<file path="src/rtl/usart_tx_sched_if.sv">
// Requester and transmitter signals shared by usart_tx_sched and its environment.
// master: requesters plus the usart_tx busy feedback; slave: the scheduler.
interface usart_tx_sched_if #(
    parameter int unsigned NUM_REQ = 4
) ();
    logic [NUM_REQ-1:0]   req_valid;
    logic [8*NUM_REQ-1:0] req_data;
    logic [NUM_REQ-1:0]   req_ready;
    logic                 usart_en;
    logic [7:0]           usart_din;
    logic                 usart_tx_busy;

    modport master (
        output req_valid, req_data, usart_tx_busy,
        input  req_ready, usart_en, usart_din
    );

    modport slave (
        input  req_valid, req_data, usart_tx_busy,
        output req_ready, usart_en, usart_din
    );
endinterface

</file>
<file path="src/rtl/usart_tx_sched.sv">
// Round-robin scheduler sharing one usart_tx byte transmitter among NUM_REQ requesters.
// One byte is granted at a time.
// usart_en is held low for at least GAP_CYCLES+1 cycles between frames so that the
// transmitter's edge detector always sees a fresh rising edge.
module usart_tx_sched #(
    parameter int unsigned NUM_REQ      = 4,
    parameter int unsigned BUSY_TIMEOUT = 8,
    parameter int unsigned GAP_CYCLES   = 2
) (
    input  logic                       sys_clk,
    input  logic                       sys_rst_n,
    input  logic                       sched_en,
    usart_tx_sched_if.slave            bus,
    output logic [$clog2(NUM_REQ)-1:0] grant_id,
    output logic                       sched_busy,
    output logic                       tx_timeout,
    output logic [15:0]                frame_cnt
);
    localparam int unsigned IdW      = $clog2(NUM_REQ);
    localparam int unsigned TimerMax = (BUSY_TIMEOUT > GAP_CYCLES) ? BUSY_TIMEOUT : GAP_CYCLES;
    localparam int unsigned TimerW   = $clog2(TimerMax + 1);

    typedef enum logic [1:0] {StIdle, StStart, StWaitTx, StGap} state_e;

    state_e              state_q, state_d;
    logic                armed_q, armed_d;
    logic [IdW-1:0]      last_q, last_d;
    logic [TimerW-1:0]   timer_q, timer_d;
    logic                usart_en_q, usart_en_d;
    logic [7:0]          usart_din_q, usart_din_d;
    logic [IdW-1:0]      grant_id_q, grant_id_d;
    logic                tx_timeout_q, tx_timeout_d;
    logic                sched_busy_q, sched_busy_d;
    logic [15:0]         frame_cnt_q, frame_cnt_d;

    logic                found;
    logic [IdW-1:0]      gnt_idx;
    logic [IdW-1:0]      cand;
    logic [7:0]          gnt_byte;
    logic                accept;

    // Cyclic search for the first valid channel, starting just after the last grant.
    always_comb begin
        found   = 1'b0;
        gnt_idx = '0;
        cand    = '0;
        for (int unsigned off = 1; off <= NUM_REQ; off++) begin
            cand = IdW'((32'(last_q) + off) % NUM_REQ);
            if (!found && bus.req_valid[cand]) begin
                found   = 1'b1;
                gnt_idx = cand;
            end
        end
    end

    // Select the granted channel's byte.
    always_comb begin
        gnt_byte = '0;
        for (int unsigned i = 0; i < NUM_REQ; i++) begin
            if (IdW'(i) == gnt_idx) begin
                gnt_byte = bus.req_data[8*i +: 8];
            end
        end
    end

    // Readiness is suppressed on the very first cycle after reset release (armed low).
    assign accept = armed_q && (state_q == StIdle) && sched_en && found;

    // One-hot ready towards the winning requester.
    always_comb begin
        bus.req_ready = '0;
        if (accept) begin
            bus.req_ready[gnt_idx] = 1'b1;
        end
    end

    // Next-state and registered-output logic of the grant FSM.
    always_comb begin
        state_d      = state_q;
        armed_d      = 1'b1;
        last_d       = last_q;
        timer_d      = timer_q;
        usart_en_d   = usart_en_q;
        usart_din_d  = usart_din_q;
        grant_id_d   = grant_id_q;
        tx_timeout_d = 1'b0;
        frame_cnt_d  = frame_cnt_q;

        unique case (state_q)
            StIdle: begin
                if (accept) begin
                    state_d     = StStart;
                    usart_en_d  = 1'b1;
                    usart_din_d = gnt_byte;
                    grant_id_d  = gnt_idx;
                    last_d      = gnt_idx;
                    timer_d     = '0;
                end
            end
            StStart: begin
                timer_d = timer_q + 1'b1;
                // Busy wins over a timeout reached in the same cycle.
                if (bus.usart_tx_busy) begin
                    usart_en_d = 1'b0;
                    state_d    = StWaitTx;
                end else if (timer_q == TimerW'(BUSY_TIMEOUT - 1)) begin
                    usart_en_d   = 1'b0;
                    tx_timeout_d = 1'b1;
                    state_d      = StGap;
                    timer_d      = '0;
                end
            end
            StWaitTx: begin
                if (!bus.usart_tx_busy) begin
                    frame_cnt_d = frame_cnt_q + 16'd1;
                    state_d     = StGap;
                    timer_d     = '0;
                end
            end
            StGap: begin
                if (timer_q == TimerW'(GAP_CYCLES - 1)) begin
                    state_d = StIdle;
                end else begin
                    timer_d = timer_q + 1'b1;
                end
            end
            default: state_d = StIdle;
        endcase

        sched_busy_d = (state_d != StIdle);
    end

    // State and output registers; reset drops usart_en asynchronously.
    always_ff @(posedge sys_clk or negedge sys_rst_n) begin
        if (!sys_rst_n) begin
            state_q      <= StIdle;
            armed_q      <= 1'b0;
            last_q       <= IdW'(NUM_REQ - 1);
            timer_q      <= '0;
            usart_en_q   <= 1'b0;
            usart_din_q  <= '0;
            grant_id_q   <= '0;
            tx_timeout_q <= 1'b0;
            sched_busy_q <= 1'b0;
            frame_cnt_q  <= '0;
        end else begin
            state_q      <= state_d;
            armed_q      <= armed_d;
            last_q       <= last_d;
            timer_q      <= timer_d;
            usart_en_q   <= usart_en_d;
            usart_din_q  <= usart_din_d;
            grant_id_q   <= grant_id_d;
            tx_timeout_q <= tx_timeout_d;
            sched_busy_q <= sched_busy_d;
            frame_cnt_q  <= frame_cnt_d;
        end
    end

    assign bus.usart_en  = usart_en_q;
    assign bus.usart_din = usart_din_q;
    assign grant_id      = grant_id_q;
    assign sched_busy    = sched_busy_q;
    assign tx_timeout    = tx_timeout_q;
    assign frame_cnt     = frame_cnt_q;
endmodule

</file>
<file path="src/flat_wrapper.sv">
// flat-port wrapper written by rule: the top's interface ports become plain ports
module usart_tx_sched_flat 
#(
    parameter int unsigned NUM_REQ      = 4,
    parameter int unsigned BUSY_TIMEOUT = 8,
    parameter int unsigned GAP_CYCLES   = 2
)
  (sys_clk, sys_rst_n, sched_en, grant_id, sched_busy, tx_timeout, frame_cnt, bus_req_valid, bus_req_data, bus_usart_tx_busy, bus_req_ready, bus_usart_en, bus_usart_din);
  usart_tx_sched_if #(.NUM_REQ(NUM_REQ)) bus_i ();
  input  logic sys_clk;
  input  logic sys_rst_n;
  input  logic sched_en;
  output logic [$clog2(NUM_REQ)-1:0] grant_id;
  output logic sched_busy;
  output logic tx_timeout;
  output logic [15:0] frame_cnt;
  input wire logic [$bits(bus_i.req_valid)-1:0] bus_req_valid;
  input wire logic [$bits(bus_i.req_data)-1:0] bus_req_data;
  input wire logic [$bits(bus_i.usart_tx_busy)-1:0] bus_usart_tx_busy;
  output wire logic [$bits(bus_i.req_ready)-1:0] bus_req_ready;
  output wire logic [$bits(bus_i.usart_en)-1:0] bus_usart_en;
  output wire logic [$bits(bus_i.usart_din)-1:0] bus_usart_din;
  assign bus_i.req_valid = bus_req_valid;
  assign bus_i.req_data = bus_req_data;
  assign bus_i.usart_tx_busy = bus_usart_tx_busy;
  assign bus_req_ready = bus_i.req_ready;
  assign bus_usart_en = bus_i.usart_en;
  assign bus_usart_din = bus_i.usart_din;
  usart_tx_sched #(.NUM_REQ(NUM_REQ), .BUSY_TIMEOUT(BUSY_TIMEOUT), .GAP_CYCLES(GAP_CYCLES)) u_core (.sys_clk(sys_clk), .sys_rst_n(sys_rst_n), .sched_en(sched_en), .bus(bus_i), .grant_id(grant_id), .sched_busy(sched_busy), .tx_timeout(tx_timeout), .frame_cnt(frame_cnt));
endmodule
</file>
<file path="config.mk">
export PLATFORM = sky130hd
export DESIGN_NAME = usart_tx_sched_flat
export DESIGN_NICKNAME = d
export VERILOG_FILES = /design/src/rtl/usart_tx_sched_if.sv /design/src/rtl/usart_tx_sched.sv /design/src/flat_wrapper.sv
export SDC_FILE = /design/constraint.sdc
export NUM_CORES = 1
export LEC_CHECK = 0
export BUFFER_PORTS_ARGS = -buffer_cell sky130_fd_sc_hd__buf_4
export CORE_UTILIZATION = 54
export CTS_CLUSTER_DIAMETER = 80
export CTS_CLUSTER_SIZE = 14
export DETAILED_ROUTE_END_ITERATION = 6
export PLACE_DENSITY = 0.87
export SKIP_LAST_GASP = 1
export SLEW_MARGIN = 20
export SYNTH_ARGS = -nofsm -noshare
export SYNTH_HDL_FRONTEND = slang
export SYNTH_SLANG_ARGS = --single-unit
</file>
<file path="constraint.sdc">
create_clock -name sys_clk -period 5 [get_ports sys_clk]
set_clock_uncertainty 0.05 [all_clocks]
set_input_delay 0.75 -clock sys_clk [delete_from_list [all_inputs] [get_ports sys_clk]]
set_output_delay 0.75 -clock sys_clk [all_outputs]
set_load 0.005 [all_outputs]
</file>
==> impl_metrics.csv, run 1 <==
group,metric,value,unit
outcome,outcome,"completed",
floorplan,num_rows,22,
global_route,overflow,0,
timing,hold_viol_final,0,
timing,setup_viol,0,
global_route,grt_pass1_wl,8148,um
placement,dp_hpwl,3635,um
finish,area_delta_synth_final,30.06,%
worst_setup_path,cp_max_fo,17,
timing,fin_crit_sh,58.88,%
synth,synthArstFlopShare,100.0,%
finish,final_core_util,74.33,%
power_and_ir_drop,power.density,448.4,nW/um2
worst_setup_path,reg2reg_slack,2.90,ns
min_path,hp-class,"input pin to asynchronous set/reset pin",
detailed_routing,drc,0,
synth,synth_cells,215,
cts,htreeDepth,2,
cts,ctsResizeCount,0,
worst_setup_path,crit_type,"register to primary output",
synth,avgSynthCellArea,9.951,um2
detailed_routing,drtIter0Drc,104,
global_route,gr-usage-met1,31.91,%
floorplan,floorplan.initialDensity,57.15,%
timing,fin_tns_setup,0,ns
synth,ys_seq_area_share,44.56,%
global_route,busiest_layer,"met2",
timing,period_needed,2.944,ns
timing,maxSlewHeadroom,48.97,%
global_route,antenna_found_initial,0,
worst_setup_path,required,4.20,ns
global_route,grt_max_degree,39,
synth,synth_area,2140,um2
finish,antenna_cells,0,
synth,synth_edf_count,0,
global_route,grtUsageMet2,44.66,%
synth,yosysTopAreaCellShare,42.11,%
detailed_routing,num_vias,1856,
worst_setup_path,r2r_cells,3,
synth,synthFlopType,"dfrtp_1",
cts,clk_pin_slew_worst_paths,0.07,ns
floorplan,ios,73,
timing,rsz0062_at_grt,"false",
synth,synth_top_area_cell,"dfrtp_1",
worst_setup_path,endpoint_kind,"primary output",
synth,ys_top_cells_by_area,"dfrtp_1 (42%), nand2_1 (5.1%), o221ai_1 (3.7%), xnor2_1 (3.3%), xor2_1 (2.9%)",
detailed_routing,drt_pre_antenna_iters,4,
cts,tritoncts,"yes",
cts,clock-root-buffer,"clkbuf_8",
power_and_ir_drop,cellLeakagePower,1.301,nW
detailed_routing,ant_nets,0,
worst_setup_path,cpMaxStageDelayCell,"nor4_4",
cts,post_cts_buffers,0,
global_route,grt_use_met3,5.986,%
placement,place.gp.congestion,0.8329,
worst_setup_path,path_cells,"nor4_4, nand2_1, nor2_1, buf_4",
placement,io_buffers,72,
detailed_routing,wire_per_inst,14.92,um
floorplan,die_area,4218,um2
cts,hold_buffers,0,
power_and_ir_drop,vdd.ir_drop.worst,265.7,uV
worst_setup_path,arrival,2.14,ns
worst_setup_path,r2r-start,"u_core.state_q[0]",
worst_setup_path,cpPeakStageDelay,0.79,ns
floorplan,die_h,64.95,um
cts,clock-sinks,38,
timing,max_freq,339.7,MHz
power_and_ir_drop,power,1.248,mW
worst_setup_path,r2r_end,"u_core.bus.usart_din[5]",
synth,ys_seq_elements,38,
synth,yosys_warnings,0,
global_route,grt_use_total,25.72,%
timing,worst_slew_pin_slew,0.7597,ns
finish,drive_gt1_share,33.57,%
timing,drv_slew,0,
global_route,grt_pass1_vias,1721,
detailed_routing,wl,4984,um
cts,cts_buffers,5,
worst_setup_path,start_kind,"register",
cts,clock_path_buffers,2,
cts,clk_latency,0.29,ns
detailed_routing,drt-vias-per-instance,5.557,
floorplan,die_w,64.95,um
floorplan,core,3744,um2
finish,fill_cells,285,
job,max-cap-violations,0,
finish,fin_nets,328,
synth,synth.distinct_cells,47,
synth,syn-num-nets,258,
[cell families after synthesis]
group           synth area share (%)
simple gates                   24.04
mux                            1.520
xor+xnor                       6.141
fa+ha+maj                      1.755
other cells                   0.1753
flops                          44.56
compound gates                 18.13
buf+inv                        3.684
[Yosys cell counts (2+ instances only)]
master and instances:
nor2_1 16, o21ai_1 3, nand3_1 7, a21boi_0 5, a21o_1 2, nand2_1 29
xnor2_1 8, nand3b_1 3, a21oi_1 6, dfstp_2 2, nand4_1 3, a211oi_1 6
nor4_4 2, dfrtp_1 36, xor2_1 7, o21ai_0 9, inv_1 7, nor3_2 2
ha_1 3, o221ai_1 9, nor3_1 4, buf_2 6, mux2_2 2, o21a_1 2
and3_1 4, o22a_1 3, nor3b_1 5, nor2b_1 5
[per-layer routing]
metal	vias to the layer above	routed length, um
met2	67	2460
li1	914	-
met1	870	2110
met3	5	363
met4	0	49
met5	-	0
[flip-flops by register name, summed over array words and instances, names as in the netlist]
signal                flops
u_core.frame_cnt         16
u_core.bus.usart_din      8
u_core.timer_q            4
u_core.grant_id           2
u_core.last_q             2
u_core.state_q            2
u_core.armed_q            1
u_core.bus.usart_en       1
u_core.sched_busy         1
u_core.tx_timeout         1
[worst max-delay path, delay by kind of cell, from the launching register on]
family                 cells  cell delay [ns]
and+or+nand+nor            3             1.12
DFF                        1             0.61
buffers and inverters      1             0.12
[power breakdown]
| part | internal, mW | switching, mW | total [mW] |
|---|---|---|---|
| clock | 0.111 | 0.108 | 0.219 |
| combinational | 0.259 | 0.228 | 0.487 |
| sequential | 0.409 | 0.132 | 0.541 |
[cells in the final DEF (no fill, tap or decap), types with 5 or more instances in the layout]
master / synthesis / final
nor3b_1: 5 / 5
xnor2_1: 8 / 8
o21ai_0: 9 / 9
nand3_1: 7 / 7
nand2_1: 29 / 29
xor2_1: 7 / 7
a211oi_1: 6 / 6
a21oi_1: 6 / 6
inv_1: 7 / 7
o221ai_1: 9 / 9
dfrtp_1: 36 / 36
clkbuf_8: 0 / 6
buf_4: 1 / 72
nor2b_1: 5 / 5
nor2_1: 16 / 16
a21boi_0: 5 / 5
[per-stage QoR]
stage / worst slack (ns) / cell area [um2] / std cells / hold WS [ns]
floorplan: 2.488 / 2140 / 215 / 0.4044
global placement: 2.134 / 2688 / 326 / 0.4089
detailed placement: 2.127 / 2688 / 326 / 0.4173
CTS: 2.061 / 2783 / 334 / 0.3704
global route: 1.865 / 2783 / 334 / 0.3920
finish: 2.056 / 2783 / 334 / 0.3608
[how the worst max path moves through the flow]
stage / start / to / slack [ns]
CTS: u_core.state_q[0] / bus_req_ready[2] / 2.06
global placement: bus_req_valid[3] / bus_req_ready[1] / 2.13
global route: u_core.state_q[0] / bus_req_ready[2] / 1.86
finish: u_core.state_q[0] / bus_req_ready[2] / 2.06
detailed placement: bus_req_valid[3] / bus_req_ready[1] / 2.13
floorplan: bus_req_valid[3] / bus_req_ready[1] / 2.49
[cell type report]
class                           instances  area (um2)  area share [%]
Multi-Input combinational cell        161        1107           39.79
Inverter                                7       26.28          0.9442
Timing Repair Buffer                   72       540.5           19.42
Clock inverter                          2       12.51          0.4496
Sequential cell                        38       953.4           34.26
Clock buffer                            6       82.58           2.968
Tap cell                               48       60.06           2.158
(Power assumes the default switching activity.)
==> run 2, diff against run 1 <==
--- a/config.mk
+++ b/config.mk
@@ -6,11 +6,11 @@
 export NUM_CORES = 1
 export LEC_CHECK = 0
 export BUFFER_PORTS_ARGS = -buffer_cell sky130_fd_sc_hd__buf_4
-export CORE_UTILIZATION = 54
+export CORE_UTILIZATION = 50
 export CTS_CLUSTER_DIAMETER = 80
 export CTS_CLUSTER_SIZE = 14
 export DETAILED_ROUTE_END_ITERATION = 6
-export PLACE_DENSITY = 0.87
+export PLACE_DENSITY = 0.82
 export SKIP_LAST_GASP = 1
 export SLEW_MARGIN = 20
 export SYNTH_ARGS = -nofsm -noshare
==> constraint.sdc (replaced) <==
create_clock -name sys_clk -period 3 [get_ports sys_clk]
set_clock_uncertainty 0.05 [all_clocks]
set_input_delay 0.45 -clock sys_clk [delete_from_list [all_inputs] [get_ports sys_clk]]
set_output_delay 0.45 -clock sys_clk [all_outputs]
set_load 0.005 [all_outputs]
==> impl_metrics.csv, run 2 (synthesized netlist as in run 1, its figures left out) <==
group,metric,value,unit
worst_setup_path,r2r_cells,5,
worst_setup_path,arrival,1.95,ns
timing,drv_slew,0,
placement,place.gp.congestion,0.8046,
timing,hold_viol_final,0,
placement,io_buffers,72,
timing,rsz0062_at_grt,"false",
finish,mostFrequentLayoutCells,"buf_4 (73), dfrtp_1 (36), nand2_1 (29), nor2_1 (16)",
floorplan,die_h,67.42,um
floorplan,floorplan.initialDensity,52.73,%
cts,clk_latency,0.29,ns
cts,clock-root-buffer,"clkbuf_8",
finish,finalNonFillerCells,336,
power_and_ir_drop,intPower,1.382,mW
cts,htreeDepth,2,
finish,fin_nets,329,
power_and_ir_drop,clkPwrFrac,20.2,%
cts,clk_pin_slew_worst_paths,0.07,ns
finish,final_common_cell,"buf_4",
worst_setup_path,reg2reg_slack,1.01,ns
detailed_routing,num_vias,1860,
power_and_ir_drop,power.density,770.5,nW/um2
global_route,grt_pass1_vias,1668,
finish,drive_gt1_share,33.57,%
cts,ctsResizeCount,0,
placement,dp_cells,329,
detailed_routing,drtIter0Drc,100,
power_and_ir_drop,seqPwrFrac,41.7,%
floorplan,die_area,4545,um2
cts,post_cts_buffers,0,
global_route,grt_pass1_wl,7776,um
power_and_ir_drop,cellLeakagePower,1.317,nW
finish,antenna_cells,0,
cts,hold_buffers,0,
timing,max_freq,408.2,MHz
worst_setup_path,cp_max_fo,12,
detailed_routing,drt-vias-per-instance,5.536,
detailed_routing,wl,4990,um
detailed_routing,wire_per_inst,14.85,um
floorplan,num_rows,23,
worst_setup_path,start_kind,"register",
global_route,overflow,0,
worst_setup_path,r2r-start,"u_core.last_q[0]",
timing,fin_crit_sh,81.66,%
timing,setup_viol,0,
floorplan,core,4058,um2
power_and_ir_drop,p_switching,0.7831,mW
detailed_routing,drc,0,
finish,largest_register_ffs,16,
global_route,grt_use_total,23.58,%
outcome,outcome,"completed",
placement,dp_hpwl,3695,um
global_route,grt_max_degree,39,
power_and_ir_drop,p_comb_share,38.2,%
timing,period_needed,2.450,ns
power_and_ir_drop,power,2.165,mW
worst_setup_path,endpoint_kind,"primary output",
job,max-cap-violations,0,
detailed_routing,drt_pre_antenna_iters,5,
cts,clock_path_buffers,2,
worst_setup_path,required,2.50,ns
power_and_ir_drop,vdd.ir_drop.worst,579.1,uV
timing,maxSlewHeadroom,53.20,%
cts,cts_buffers,5,
timing,worst_slew_pin_slew,0.6974,ns
power_and_ir_drop,power.share.switching,36.17,%
worst_setup_path,crit_type,"register to primary output",
global_route,antenna_found_initial,0,
cts,tritoncts,"yes",
cts,clock-sinks,38,
worst_setup_path,r2r_end,"u_core.bus.usart_din[4]",
finish,area_delta_synth_final,31.35,%
detailed_routing,ant_nets,0,
timing,fin_tns_setup,0,ns
floorplan,die_w,67.42,um
floorplan,ios,73,
min_path,hp-class,"input pin to asynchronous set/reset pin",
run 2: how the worst max path moves through the flow:
stage,from,end,slack (ns),depth (start not counted)
global placement,bus_req_valid[3],bus_req_ready[1],0.81,6
global route,u_core.state_q[1],bus_req_ready[1],0.33,4
CTS,u_core.state_q[1],bus_req_ready[1],0.53,4
detailed placement,bus_req_valid[1],bus_req_ready[1],0.77,6
floorplan,u_core.last_q[0],bus_req_ready[2],1.05,6
finish,u_core.state_q[1],bus_req_ready[1],0.55,4
run 2: metrics by stage:
step	setup WS [ns]	cell area (um2)	util [%]	hold WS, ns
final	0.5501	2810	69.26	0.07245
after global routing	0.3340	2810	69.26	0.1006
after CTS	0.5323	2810	69.26	0.08811
after detailed placement	0.7695	2698	66.48	0.3970
after global placement	0.8055	2698	66.48	0.3921
after floorplan	1.045	2140	-	0.1044
run 2: metal layers:
layer	vias to the layer above	GRT usage (%)	routed length, um
met4	0	8.245	88
met1	861	30.11	2154
li1	913	-	-
met3	10	7.264	413
met5	-	0	0
met2	76	37.63	2335
run 2: layout make-up:
class,instances,area (um2)
Sequential cell,38,953.4
Clock buffer,6,82.58
Clock inverter,1,30.03
Fill cell,334,1247
Timing Repair Buffer,73,548.0
Tap cell,50,62.56
Multi-Input combinational cell,161,1107
Inverter,7,26.28
run 2: power groups by stage:
stage	sequential, mW	clock (mW)	combinational, mW
final	0.902	0.437	0.827
after global routing	0.930	0.470	0.904
after CTS	0.898	0.447	0.832
after detailed placement	0.907	0	0.826
after global placement	0.902	0	0.796
after floorplan	0.802	0	0.595
run 2: critical path, cell delays in order, from the launching register on:
cell      delay [ns]
dfrtp_1         0.53
nor3_2          0.43
nand2b_1        0.30
nor3b_1         0.26
buf_4           0.14
==> run 3, diff against run 2 <==
--- a/config.mk
+++ b/config.mk
@@ -5,12 +5,13 @@
 export SDC_FILE = /design/constraint.sdc
 export NUM_CORES = 1
 export LEC_CHECK = 0
+export ABC_AREA = 1
 export BUFFER_PORTS_ARGS = -buffer_cell sky130_fd_sc_hd__buf_4
-export CORE_UTILIZATION = 50
+export CORE_UTILIZATION = 46
 export CTS_CLUSTER_DIAMETER = 80
 export CTS_CLUSTER_SIZE = 14
 export DETAILED_ROUTE_END_ITERATION = 6
-export PLACE_DENSITY = 0.82
+export PLACE_DENSITY = 0.78
 export SKIP_LAST_GASP = 1
 export SLEW_MARGIN = 20
 export SYNTH_ARGS = -nofsm -noshare
==> constraint.sdc (replaced) <==
create_clock -name sys_clk -period 2.1 [get_ports sys_clk]
set_clock_uncertainty 0.05 [all_clocks]
set_input_delay 0.315 -clock sys_clk [delete_from_list [all_inputs] [get_ports sys_clk]]
set_output_delay 0.315 -clock sys_clk [all_outputs]
set_load 0.005 [all_outputs]
==> impl_metrics.csv, run 3 <==
group,metric,value,unit
floorplan,num_rows,25,
floorplan,die_w,71.95,um
worst_setup_path,reg2reg_slack,-0.10,ns
synth,synthFlopType,"dfrtp_1",
placement,dp_hpwl,4047,um
power_and_ir_drop,cellLeakagePower,1.718,nW
worst_setup_path,cp_max_fo,7,
finish,final_common_cell,"buf_4",
placement,place.gp.congestion,0.8863,
detailed_routing,drc,2,
timing,fin_ws,-0.2918,ns
cts,clk_pin_slew_worst_paths,0.07,ns
synth,synth_cells,284,
finish,antenna_cells,0,
finish,area_delta_synth_final,45.91,%
cts,clk_latency,0.29,ns
detailed_routing,ant_nets,0,
power_and_ir_drop,seqPwrFrac,21.9,%
finish,fin_nets,428,
power_and_ir_drop,p_switching,2.498,mW
global_route,grt_pass1_vias,1974,
timing,setup_viol,15,
worst_setup_path,required,1.74,ns
worst_setup_path,critPathMostFrequentCell,"nand2_4",
floorplan,die_area,5177,um2
synth,synthArstFlopShare,100.0,%
power_and_ir_drop,power,5.378,mW
detailed_routing,wl,5900,um
timing,period_needed,2.392,ns
timing,whs,0.2783,ns
cts,htreeDepth,2,
global_route,antenna_found_initial,0,
timing,fin_crit_sh,113.9,%
floorplan,core,4723,um2
cts,clock-root-buffer,"clkbuf_8",
worst_setup_path,crit_type,"register to primary output",
cts,cts_buffers,5,
detailed_routing,drt-vias-per-instance,4.892,
synth,ys_seq_area_share,42.36,%
worst_setup_path,start_kind,"register",
worst_setup_path,cpPeakStageDelay,0.62,ns
global_route,grt_max_degree,39,
placement,io_buffers,72,
synth,syn-num-nets,327,
worst_setup_path,path_cells,"inv_4, nand2_2, nand2_2, nand2_4, nand2_4, nor2_4, nand4_1, nand2_4, inv_4, buf_6, nor2_1, buf_4",
timing,hold_viol_final,0,
floorplan,ios,73,
outcome,outcome,"finished with violations",
synth,yosys_warnings,0,
outcome,violations,"DRC, setup timing",
timing,rsz0062_at_grt,"true",
worst_setup_path,cpMaxStageDelayCell,"dfstp_2",
detailed_routing,drtIter0Drc,94,
cts,tritoncts,"yes",
synth,synth_edf_count,0,
floorplan,floorplan.initialDensity,47.66,%
cts,clock_path_buffers,2,
global_route,overflow,0,
synth,ys_seq_elements,38,
power_and_ir_drop,intPower,2.881,mW
cts,clock-sinks,38,
detailed_routing,drt_pre_antenna_iters,6,
worst_setup_path,arrival,2.03,ns
finish,fill_cells,392,
synth,yosysTopAreaCellShare,40.02,%
detailed_routing,wire_per_inst,13.02,um
synth,synth_top_area_cell,"dfrtp_1",
finish,mostFrequentLayoutCells,"buf_4 (91), nand2_1 (65), dfrtp_1 (36), nor2_1 (25), nand3_1 (22)",
synth,synth.distinct_cells,31,
power_and_ir_drop,power.share.switching,46.44,%
floorplan,die_h,71.95,um
synth,yosysMostFrequentCell,"nand2_1",
synth,synth.top_cells.by_count,"nand2_1 (78), dfrtp_1 (36), nor2_1 (29)",
power_and_ir_drop,vdd.ir_drop.worst,1104,uV
global_route,grt_pass1_wl,9066,um
power_and_ir_drop,p_comb_share,68.2,%
synth,avgSynthCellArea,7.926,um2
synth,ys_top_cells_by_area,"dfrtp_1 (40%), nand2_1 (13%), nand3_1 (5.3%), nor2_1 (4.8%), nand3_2 (3.6%)",
finish,drive_gt1_share,43.78,%
timing,drv_slew,0,
min_path,hp-class,"input pin to register",
synth,synth_area,2251,um2
job,max-cap-violations,0,
power_and_ir_drop,power.density,1637,nW/um2
worst_setup_path,endpoint_kind,"primary output",
power_and_ir_drop,clkPwrFrac,9.9,%
global_route,grt_use_total,22.27,%
finish,final_core_util,69.54,%
detailed_routing,num_vias,2216,
finish,largest_register_ffs,16,
timing,max_freq,418.1,MHz
==> run 3: cell count changes after synthesis, moves of 6 or more <==
cell	change
inv_2	+6
nand2_2	+9
nor2_2	+9
nand3_2	+8
a211oi_1	-6
o221ai_1	-9
nor2_1	+13
inv_1	+14
nand3_1	+17
nand2_1	+49
==> run 3: layer usage <==
metal | part of all wire [%] | track usage (%) | up-vias
li1 | - | - | 1105
met1 | 43 | 29.13 | 1049
met2 | 51 | 36.79 | 49
met3 | 3.3 | 4.028 | 13
met4 | 2.2 | 8.932 | 0
met5 | 0 | 0 | -
==> run 3: layout make-up <==
class	count	area, um2	share of cell area, %
inverter	28	117.6	3.581
timing repair buffer	97	765.7	23.31
multi-input combinational	215	1269	38.63
tap	67	83.83	2.552
clock buffer	6	82.58	2.514
clock inverter	2	12.51	0.3810
sequential	38	953.4	29.03
==> run 3: final timing paths <==
check,depth (start not counted),end,from
setup / recovery,12,bus_req_ready[1],u_core.last_q[0]
hold / removal,4,u_core.frame_cnt[1],bus_usart_tx_busy
setup reg to reg,15,u_core.bus.usart_din[0],u_core.last_q[0]
hold reg to reg,1,u_core.frame_cnt[15],u_core.frame_cnt[15]
max in group asynchronous,2,u_core.last_q[0],sys_rst_n
min in group asynchronous,2,u_core.timer_q[2],sys_rst_n
==> run 3: cell families (layout without fill, tap and decap cells) <==
kind of cell             after synthesis  in the layout  synth area share [%]
AO/OA/AOI/OAI                         18             18                 4.503
XOR/XNOR                              15             15                 5.837
adder cells (fa/ha/maj)                3              3                 1.668
buffers and inverters                 31            133                 6.281
flip-flops                            38             38                 42.36
other                                  1              1                0.1666
AND/OR/NAND/NOR                      178            178                 39.19
==> run 3: power by group through the flow <==
stage / clock [mW] / sequential (mW) / combinational [mW]
after CTS: 0.540 / 1.18 / 3.11
final: 0.531 / 1.18 / 3.67
after detailed placement: 0 / 1.18 / 2.75
after global routing: 0.569 / 1.22 / 3.99
after floorplan: 0 / 1.17 / 1.89
after global placement: 0 / 1.18 / 2.70
==> run 3: timing repair <==
action                                 4_1_cts  5_1_grt
setup endpoints to repair                    8       16
buffers inserted                             9        4
hold buffers                                 1        0
gates resized for setup                     17       26
endpoints found under the hold margin       36        0
pin swaps                                   11        7
==> run 3: critical path: cells and delay by family (launching register included) <==
kind / cells / cell delay [ns]
buffers and inverters: 4 / 0.35
flip-flops: 1 / 0.62
AND/OR/NAND/NOR: 8 / 0.74
==> run 3: per-stage QoR <==
step / TNS, ns / setup slack [ns] / std cells / area [um2]
2_1_floorplan: 0 / 0.06460 / 284 / 2251
3_3_place_gp: 0 / 0.05692 / 432 / 2944
3_5_place_dp: -0.04869 / -0.02362 / 432 / 2944
4_1_cts: -1.232 / -0.2327 / 449 / 3163
5_1_grt: -3.951 / -0.3977 / 453 / 3284
6_report: -1.802 / -0.2918 / 453 / 3284
